File: src/rtl/uart_tx_arbiter.sv
// uart_tx_arbiter: round-robin sharing of one UART transmitter between NUM_REQ byte producers
// Ports:
//   CLK, RST              clock (rising edge), synchronous active-high reset
//   en                    1 = new grants allowed, 0 = only finish the in-flight frame
//   req_valid, req_data   per-requester pending flag and flattened bytes (i at [i*DATA_W +: DATA_W])
//   req_ready             one-hot accept pulse to the granted requester
//   tx_p_data, tx_data_valid, tx_busy   UART_TX P_DATA / DATA_VALID / busy
//   grant_id              index of the last granted requester
//   tx_done, tx_err       one-cycle pulses: frame completed / busy never rose within BUSY_TO
module uart_tx_arbiter #(
    parameter int DATA_W  = 8,
    parameter int NUM_REQ = 4,
    parameter int ID_W    = 2,
    parameter int BUSY_TO = 8
) (
    input  logic                      CLK,
    input  logic                      RST,
    input  logic                      en,
    input  logic [NUM_REQ-1:0]        req_valid,
    input  logic [NUM_REQ*DATA_W-1:0] req_data,
    output logic [NUM_REQ-1:0]        req_ready,
    output logic [DATA_W-1:0]         tx_p_data,
    output logic                      tx_data_valid,
    input  logic                      tx_busy,
    output logic [ID_W-1:0]           grant_id,
    output logic                      tx_done,
    output logic                      tx_err
);
    localparam int CW = $clog2(BUSY_TO + 1);

    typedef enum logic [1:0] {IDLE, WAIT_BUSY, WAIT_DONE} state_t;

    state_t              state, state_n;
    logic [ID_W-1:0]     ptr, ptr_n, win, ptr_inc, gid_n;
    logic [CW-1:0]       cnt, cnt_n;
    logic                found, dv_n, done_n, err_n;
    logic [NUM_REQ-1:0]  ready_n;
    logic [DATA_W-1:0]   p_data_n;

    // Index arithmetic modulo NUM_REQ, which need not be a power of two.
    function automatic logic [ID_W-1:0] wrap_add(input logic [ID_W-1:0] a, input int k);
        int s;
        s = int'(a) + k;
        return ID_W'(s >= NUM_REQ ? s - NUM_REQ : s);
    endfunction

    assign ptr_inc = wrap_add(grant_id, 1);

    // Scan from the farthest offset back to ptr so the nearest pending requester wins.
    always_comb begin
        found = 1'b0;
        win   = '0;
        for (int k = NUM_REQ - 1; k >= 0; k--) begin
            if (req_valid[wrap_add(ptr, k)]) begin
                found = 1'b1;
                win   = wrap_add(ptr, k);
            end
        end
    end

    always_comb begin
        state_n  = state;
        ptr_n    = ptr;
        cnt_n    = cnt;
        p_data_n = tx_p_data;
        gid_n    = grant_id;
        dv_n     = 1'b0;
        ready_n  = '0;
        done_n   = 1'b0;
        err_n    = 1'b0;
        case (state)
            IDLE: begin
                if (en && !tx_busy && found) begin
                    state_n  = WAIT_BUSY;
                    cnt_n    = '0;
                    p_data_n = req_data[win*DATA_W +: DATA_W];
                    gid_n    = win;
                    dv_n     = 1'b1;
                    ready_n  = NUM_REQ'(1) << win;
                end
            end
            WAIT_BUSY: begin
                cnt_n = cnt + CW'(1);
                if (tx_busy) begin
                    state_n = WAIT_DONE;
                end else if (cnt_n == CW'(BUSY_TO)) begin
                    err_n   = 1'b1;
                    ptr_n   = ptr_inc;
                    state_n = IDLE;
                end
            end
            WAIT_DONE: begin
                if (!tx_busy) begin
                    done_n  = 1'b1;
                    ptr_n   = ptr_inc;
                    state_n = IDLE;
                end
            end
            default: state_n = IDLE;
        endcase
    end

    always_ff @(posedge CLK) begin
        if (RST) begin
            state         <= IDLE;
            ptr           <= '0;
            cnt           <= '0;
            tx_p_data     <= '0;
            grant_id      <= '0;
            tx_data_valid <= 1'b0;
            req_ready     <= '0;
            tx_done       <= 1'b0;
            tx_err        <= 1'b0;
        end else begin
            state         <= state_n;
            ptr           <= ptr_n;
            cnt           <= cnt_n;
            tx_p_data     <= p_data_n;
            grant_id      <= gid_n;
            tx_data_valid <= dv_n;
            req_ready     <= ready_n;
            tx_done       <= done_n;
            tx_err        <= err_n;
        end
    end
endmodule
File: config.mk
export PLATFORM = sky130hd
export DESIGN_NAME = uart_tx_arbiter
export DESIGN_NICKNAME = d
export VERILOG_FILES = /design/src/rtl/uart_tx_arbiter.sv
export SDC_FILE = /design/constraint.sdc
export NUM_CORES = 1
export LEC_CHECK = 0
export BUFFER_PORTS_ARGS = -buffer_cell sky130_fd_sc_hd__buf_2
export CAP_MARGIN = 0
export CORE_MARGIN = 10
export CORE_UTILIZATION = 48
export CTS_BUF_LIST = sky130_fd_sc_hd__clkbuf_8
export CTS_CLUSTER_DIAMETER = 60
export DETAILED_ROUTE_END_ITERATION = 8
export GPL_TIMING_DRIVEN = 0
export PLACE_DENSITY = 0.86
export SLEW_MARGIN = 20
export SYNTH_ARGS = -nofsm -noshare
export SYNTH_HDL_FRONTEND = slang
export SYNTH_SLANG_ARGS = --single-unit
File: constraint.sdc
create_clock -name CLK -period 2 [get_ports CLK]
set_input_delay 0.1 -clock CLK [delete_from_list [all_inputs] [get_ports CLK]]
set_output_delay 0.1 -clock CLK [all_outputs]
set_load 0.1 [all_outputs]
==> results.md, run 1 <==
* Core Rows at 18
* RSZ-0062 raised after global routing: false
* Achievable clock frequency at 600.0 MHz
* Total gr overflow at 0
* Required arrival time at the worst endpoint at between 2 and 2.5 ns
* Synth-to-layout area growth at 27.89%
* Maximum count of clock buffers along a single path at 2
* Clock transition at the registers of the reported paths at 0.09 ns
* Post-detailed-route via-to-cell ratio at 5.686
* CP max stage cell: sky130_fd_sc_hd__dfxtp_1
* Net count after synthesis at 172
* Latest clock arrival within the worst-skew pair at 0.27 ns
* Total routing resource utilization after global routing at 14.09%
* Initial antenna violation count at 0
* Most instantiated flip-flop cell in the synthesis netlist: sky130_fd_sc_hd__dfxtp_1
* Critical Path Source Type: flip-flop
* Final setup viols at 0
* Cell Chain, Critical Path: ha_1, and2_1, o211ai_1, a21oi_1, mux2_2
* Classification of the worst-slack hold path: input port to flip-flop
* Average wire per cell in the routed design at 16.55 um
* Initial cell density of the core at 51.04%
* Cell area after technology mapping at 1287 um^2
* Number of cells traversed by the worst register-to-register path at 5
* Ratio of final minimum period to clock period at 83.34%
* Clock sink count at 25
* Last weighted congestion value of the routability-driven placer at 0.7941
* Number of port buffers at 55
* Static leakage at 0.7874 nW
* Mapped Avg Cell Area at 9.828 um^2
* Final total power at about 1.1 mW
* Number of synthesized flops with an enable pin at 0
* Top-Level Pins at 57
* Run status: completed
* Setup clock skew after layout at approximately 0.0027 ns
* Total stage count of the critical path at 5
* Power density cells at 681.9 nW/um^2
* Cells resized by post-CTS repair at 0
* First-pass GRT wire length at ~6200 um
* Postcts setup bufs at 0
* Slew Viols, Final at 0
* ANT nets after route at 0
* Post-synth ARST share at 0%
* Max Cap Viol at 0
* Sum of routed wire length over all layers at 3642 um
* Category of cells accounting for the largest share of critical-path delay: flip-flops
* Proportion of layout cells with a drive suffix above 1 at 38.42%
* Synth area leader: sky130_fd_sc_hd__dfxtp_1
* Remaining design rule violation count at 0
* Total CTS buffers at 3
* Worst Max-Slew Pin Slew at between 0.5 and 0.6 ns
* Antenna diode count at 0
* Crit path largest cell delay at between 0.4 and 0.5 ns
* Placeable core region at 2522 um^2
* Hold-fix buffers at CTS at 0
* Number of warning messages in the yosys log at 0
* Post-layout utilization of the core at between 60 and 70%
* Vias in the first global route at 1,400
* Number of H-tree levels at 1
* Critical path buffers and inverters at 0
* Pre-antenna DRT Iters at 4
* Area fraction of the dominant cell type after synthesis at roughly two fifths
* Number of standard cells after synthesis at between 100 and 150
* Clock tree from TritonCTS: built
* Maximum fanout along the worst path at 6
* Sequential cell area fraction in the yosys report at 38.87%
* Number of distinct library cells after synthesis at 38
* Setup TNS at 0 ns
* Type of the worst setup path: flip-flop to flip-flop
* Die outline area at 5154 um^2
* Endpoints failing hold at 0
* Arrival time at the worst endpoint at roughly 1.8 ns
* Register bit count reported by yosys at 25
* Worst IR Drop VDD at 0.4159 mV
* Hold Path Depth at 2
* Die H at 71.79 um
* Buffer cell driving the clock tree root: sky130_fd_sc_hd__clkbuf_8
* Worst slew slack as a fraction of its limit at between 60% and 70%
* Final-stage net count at 232
* Detailed router's first-iteration violation count at 93
* Number of inserted filler cells in the final layout at 240
* Clock period minus final worst setup slack at 1.667 ns
* Endpoint kind of the worst setup timing path: flip-flop
* Most area-consuming cells after synthesis: sky130_fd_sc_hd__dfxtp_1 39%, sky130_fd_sc_hd__mux2i_1 13%, sky130_fd_sc_hd__o221ai_1 6.1%
* Total vias in the final route at 1,251
* HPWL after detailed placement at 2939 um
* Die X-Extent at 71.79 um
* Hold_ws at 0.09879 ns
* Pin count of the biggest net entering global routing at 15
-- worst paths after layout --
path	endpoint	slack (ns)	startpoint
min	tx_done	0.1	tx_busy
max	ptr[0]	0.33	cnt[0]
min reg2reg	tx_p_data[0]	0.51	tx_p_data[0]
max reg2reg	ptr[0]	0.33	cnt[0]
-- placed cells by master (no fill, tap or decap), drive strengths merged --
| cell type | count |
|---|---|
| mux2 | 2 |
| nor4b | 1 |
| or3b | 1 |
| a221o | 1 |
| or2 | 2 |
| ha | 1 |
| nand2 | 8 |
| o21bai | 1 |
| buf | 57 |
| and2 | 2 |
| nor2 | 7 |
| mux2i | 17 |
| dfxtp | 25 |
| inv | 1 |
| o221ai | 9 |
| xnor2 | 1 |
| nor4 | 2 |
| o211ai | 1 |
| clkbuf | 7 |
| a21oi | 11 |
| a211o | 2 |
| a21boi | 2 |
| nand2b | 3 |
| a2111oi | 1 |
| nor2b | 4 |
| nand3b | 10 |
| nor3 | 1 |
| o21ai | 2 |
| clkinv | 1 |
| and3b | 2 |
| or4 | 1 |
| or3 | 1 |
| nand3 | 3 |
-- registers in the layout, summed over array words and instances, names as in the netlist --
register	cells
tx_err	1
req_ready	4
tx_data_valid	1
tx_p_data	8
ptr	2
tx_done	1
cnt	4
state	2
grant_id	2
-- layout make-up --
class / count / area [um^2] / area share, %
Buffer: 6 / 48.80 / 2.964
Clock buffer: 3 / 41.29 / 2.508
Inverter: 1 / 3.754 / 0.2280
Sequential cell: 25 / 500.5 / 30.40
Timing Repair Buffer: 55 / 275.3 / 16.72
Tap cell: 30 / 37.54 / 2.280
Clock inverter: 1 / 5.005 / 0.3040
Multi-Input combinational cell: 99 / 734.5 / 44.60
-- per-stage QoR --
stage | instance area [um^2] | std cells | worst slack (ns)
5_1_grt | 1647 | 220 | 0.2364
6_report | 1647 | 220 | 0.3332
4_1_cts | 1647 | 220 | 0.3454
2_1_floorplan | 1287 | 131 | 0.4235
3_3_place_gp | 1600 | 216 | 0.3992
3_5_place_dp | 1600 | 216 | 0.3582
-- routing by layer --
metal	wire, um	global-route usage, %	up-vias
met1	1429	14.35	588
met3	362	6.612	5
met2	1817	25.00	48
li1	-	-	610
met5	0	0	-
met4	34	4.086	0
-- power by group --
| part | switching, mW | internal [mW] | total, mW |
|---|---|---|---|
| clock | 0.163 | 0.140 | 0.302 |
| sequential | 0.0126 | 0.516 | 0.529 |
| combinational | 0.197 | 0.0941 | 0.291 |
| total | 0.373 | 0.750 | 1.12 |
-- Yosys cell counts (2+ instances only) --
library cell,count
sky130_fd_sc_hd__o221ai_1,9
sky130_fd_sc_hd__o21ai_0,2
sky130_fd_sc_hd__nand3b_1,10
sky130_fd_sc_hd__clkbuf_1,2
sky130_fd_sc_hd__nor2b_1,4
sky130_fd_sc_hd__nand2_1,7
sky130_fd_sc_hd__nand3_1,2
sky130_fd_sc_hd__nor2_1,7
sky130_fd_sc_hd__buf_6,2
sky130_fd_sc_hd__and2_1,2
sky130_fd_sc_hd__a21oi_1,11
sky130_fd_sc_hd__or2_2,2
sky130_fd_sc_hd__mux2i_1,17
sky130_fd_sc_hd__dfxtp_1,25
sky130_fd_sc_hd__nor4_1,2
sky130_fd_sc_hd__a21boi_0,2
sky130_fd_sc_hd__nand2b_1,3
sky130_fd_sc_hd__mux2_2,2
-- cell families after synthesis --
family	synth area share (%)
buffers and inverters	4.081
XOR/XNOR	0.6804
flip-flops	38.87
multiplexers	14.97
AO/OA/AOI/OAI	16.42
AND/OR/NAND/NOR	24.00
adder cells (fa/ha/maj)	0.9717
(Power assumes the default switching activity.)
==> run 2: changes to the inputs <==
Settings changed: CORE_UTILIZATION 48 to 44, PLACE_DENSITY 0.86 to 0.83.
Clock period 2 ns to 1.5 ns, I/O delays scaled along.
==> run 2 against run 1 <==
Worst setup slack lost 0.37 ns. Power grew 40%. Sequential power grew 33%. Flip-flop and latch count is the same. Critical path type unchanged. Critical path depth is the same. Maximum frequency grew 8.5%. Die area grew 6.5%. Final cell count grew 3.6%. The run now ends with negative setup slack left. Worst hold slack lost 0.020 ns. First-iteration DRC count shrank 14%. Global-route usage grew 0.58 points. Via count grew 3.6%.
==> results.md, run 2 (synthesis results as in run 1) <==
* Run status: finished, violations left (was completed)
* Failing checks: negative setup slack
* Logic pwr share at 28.4% (was 26.0%)
* Worst reg2reg path startpoint: ptr[1] (was cnt[0])
* Static leakage at 0.8249 nW (was 0.7874 nW)
* Sum of routed wire length over all layers at 4126 um (was 3642 um)
* Die outline area at 5490 um^2 (was 5154 um^2)
* Setup clock skew after layout at 0.007301 ns (was 0.002666 ns)
* Buffer cell driving the clock tree root: sky130_fd_sc_hd__clkbuf_8 (unchanged)
* Endpoint kind of the worst setup timing path: flip-flop (unchanged)
* Slew Viols, Final at 0 (unchanged)
* Vias in the first global route at 1,394 (was 1,400)
* Achievable clock frequency at 650.8 MHz (was 600.0 MHz)
* Number of H-tree levels at 1 (unchanged)
* Clock period minus final worst setup slack at 1.537 ns (was 1.667 ns)
* Worst IR Drop VDD at 0.7418 mV (was 0.4159 mV)
* Most common cell after layout, fill and taps aside: sky130_fd_sc_hd__buf_2 (unchanged)
* Required arrival time at the worst endpoint at 1.70 ns (was 2.17 ns)
* Antenna diode count at 0 (unchanged)
* Pre-antenna DRT Iters at 4 (unchanged)
* Critical Path Source Type: flip-flop (unchanged)
* Initial antenna violation count at 0 (unchanged)
* Top-Level Pins at 57 (unchanged)
* Power Internal at 1.031 mW (was 0.7500 mW)
* Hold Path Depth at 2 (unchanged)
* Arrival time at the worst endpoint at 1.74 ns (was 1.83 ns)
* Total routing resource utilization after global routing at 14.67% (was 14.09%)
* Commonest cells after routing, fill and taps aside: 55 x sky130_fd_sc_hd__buf_2, 18 x sky130_fd_sc_hd__dfxtp_1, 11 x sky130_fd_sc_hd__mux2i_1, 10 x sky130_fd_sc_hd__nand3b_1, 10 x sky130_fd_sc_hd__a21oi_1 (was 55 x sky130_fd_sc_hd__buf_2, 25 x sky130_fd_sc_hd__dfxtp_1, 17 x sky130_fd_sc_hd__mux2i_1, 11 x sky130_fd_sc_hd__a21oi_1, 10 x sky130_fd_sc_hd__nand3b_1)
* Maximum fanout along the worst path at 6 (unchanged)
* Classification of the worst-slack hold path: input port to flip-flop (unchanged)
* Die X-Extent at 74.10 um (was 71.79 um)
* Power density cells at 854.0 nW/um^2 (was 681.9 nW/um^2)
* Worst Max-Slew Pin Slew at 0.4895 ns (was 0.5080 ns)
* ANT nets after route at 0 (unchanged)
* Placed standard-cell area at 1604 um^2 (was 1600 um^2)
* Smallest setup slack after layout at -0.03665 ns (was 0.3332 ns)
* Setup TNS at -0.1115 ns (was 0 ns)
* HPWL after detailed placement at 2953 um (was 2939 um)
* Total vias in the final route at 1,296 (was 1,251)
* First-pass GRT wire length at 6410 um (was 6161 um)
* Last weighted congestion value of the routability-driven placer at 0.7556 (was 0.7941)
* Combined flip-flop and latch cell area at 519.2 um^2 (was 500.5 um^2)
* Largest Register: tx_p_data (unchanged)
* RSZ-0062 raised after global routing: true (was false)
* Final-stage net count at 239 (was 232)
* Total gr overflow at 0 (unchanged)
* Core Rows at 19 (was 18)
* Sw frac at 34.57% (was 33.21%)
* Type of the worst setup path: flip-flop to flip-flop (unchanged)
* Synth-to-layout area growth at 43.34% (was 27.89%)
* Clock sink count at 25 (unchanged)
* Number of cells traversed by the worst register-to-register path at 5 (unchanged)
* Clock tree from TritonCTS: built (unchanged)
* Ratio of final minimum period to clock period at 102.4% (was 83.34%)
* Area occupied by multi-input gates at 849.6 um^2 (was 734.5 um^2)
* Final setup viols at 7 (was 0)
* Endpoints failing hold at 0 (unchanged)
* Register-to-register setup slack at -0.04 ns (was 0.33 ns)
* Flip-flop count of the largest register after layout at 8 (unchanged)
* Total CTS buffers at 3 (unchanged)
* Hold_ws at 0.07904 ns (was 0.09879 ns)
* Detailed router's first-iteration violation count at 80 (was 93)
* Latest clock arrival within the worst-skew pair at 0.28 ns (was 0.27 ns)
* Worst slew slack as a fraction of its limit at 67.37% (was 66.06%)
* Pin count of the biggest net entering global routing at 16 (was 15)
* Maximum count of clock buffers along a single path at 2 (unchanged)
* Launch point of the worst path: ptr[1] (was cnt[0])
* Clock group share of total power at 27.0% (was 26.9%)
* Placeable core region at 2781 um^2 (was 2522 um^2)
* Die H at 74.10 um (was 71.79 um)
* Proportion of layout cells with a drive suffix above 1 at 52.28% (was 38.42%)
* Worst reg2reg endpoint: grant_id[0] (was ptr[0])
* Flop pwr share at 44.6% (was 47.1%)
* Number of inserted filler cells in the final layout at 226 (was 240)
* Remaining design rule violation count at 0 (unchanged)
* Launch point of the worst hold path: tx_busy (unchanged)
* Area of all placed cells without fillers at 1846 um^2 (was 1647 um^2)
* Average wire per cell in the routed design at 18.10 um (was 16.55 um)
* Switching power at 0.5449 mW (was 0.3729 mW)
* Largest registers: tx_p_data: 8 flops, cnt: 4 flops, req_ready: 4 flops (unchanged)
* Hold-fix buffers at CTS at 0 (unchanged)
* Post-detailed-route via-to-cell ratio at 5.684 (was 5.686)
* Hold Path Sink: tx_err (was tx_done)
* Initial cell density of the core at 46.29% (was 51.04%)
* Max Cap Viol at 0 (unchanged)
* Number of port buffers at 55 (unchanged)
* Clock transition at the registers of the reported paths at 0.09 ns (about the same)
## run 2: changes by cell type in the layout (fill, tap and decap cells not counted), sizes merged
| cell | before | now |
|---|---|---|
| clkinvlp | 0 | 1 |
| clkbuf | 7 | 6 |
| buf | 57 | 65 |
| clkinv | 1 | 0 |
## run 2: how the worst max path moves through the flow
stage	end	slack (ns)	depth (start not counted)
2_1_floorplan	tx_p_data[4]	0.02	5
3_3_place_gp	ptr[0]	-0.10	5
3_5_place_dp	ptr[0]	-0.15	5
4_1_cts	tx_p_data[7]	-0.04	5
5_1_grt	tx_p_data[7]	-0.09	5
6_report	grant_id[0]	-0.04	5
## run 2: stage by stage
| stage | power [mW] | setup WS (ns) | util [%] | instances |
|---|---|---|---|---|
| after CTS | 1.559 | -0.04227 | 62.30 | 225 |
| after detailed placement | 1.109 | -0.1505 | 57.67 | 217 |
| after global placement | 1.098 | -0.1003 | 57.67 | 217 |
| after global routing | 1.640 | -0.09296 | 66.35 | 228 |
| final | 1.576 | -0.03665 | 66.35 | 228 |
| after floorplan | 1.002 | 0.02366 | - | 131 |
## run 2: repair_timing
| item | 4_1_cts | 5_1_grt |
|---|---|---|
| endpoints found under the setup margin | 11 | 13 |
| setup buffers | 3 | 2 |
| cloned | 1 | 1 |
| hold endpoints to repair | 0 | 0 |
| gates resized for setup | 13 | 26 |
| pin swaps | 3 | 10 |
## run 2: critical path, stage by stage (launching register included)
cell and delay (ns):
sky130_fd_sc_hd__dfxtp_4 0.39, sky130_fd_sc_hd__mux2i_2 0.27, sky130_fd_sc_hd__o221ai_4 0.20, sky130_fd_sc_hd__buf_4 0.20
sky130_fd_sc_hd__or2_2 0.28, sky130_fd_sc_hd__a21oi_1 0.12
## run 2: area by class of cell
type	instances	share of cell area [%]
multi-input combinational	99	46.03
sequential	25	28.14
timing repair buffer	62	18.17
buffer	6	2.712
clock buffer	3	2.237
tap	31	2.102
clock inverter	1	0.4068
inverter	1	0.2034
## run 2: power groups by stage
stage	clock, mW	sequential [mW]	combinational (mW)
4_1_cts	0.440	0.706	0.413
6_report	0.426	0.703	0.447
5_1_grt	0.459	0.705	0.476
3_5_place_dp	0	0.721	0.388
2_1_floorplan	0	0.865	0.137
3_3_place_gp	0	0.719	0.379
## run 2: metal layers
layer / global-route usage, % / part of all wire (%) / vias up
met3: 7.048 / 10 / 7
met1: 15.74 / 40 / 599
met2: 23.96 / 48 / 63
met4: 6.625 / 1.8 / 0
met5: 0 / 0 / -
li1: - / - / 627
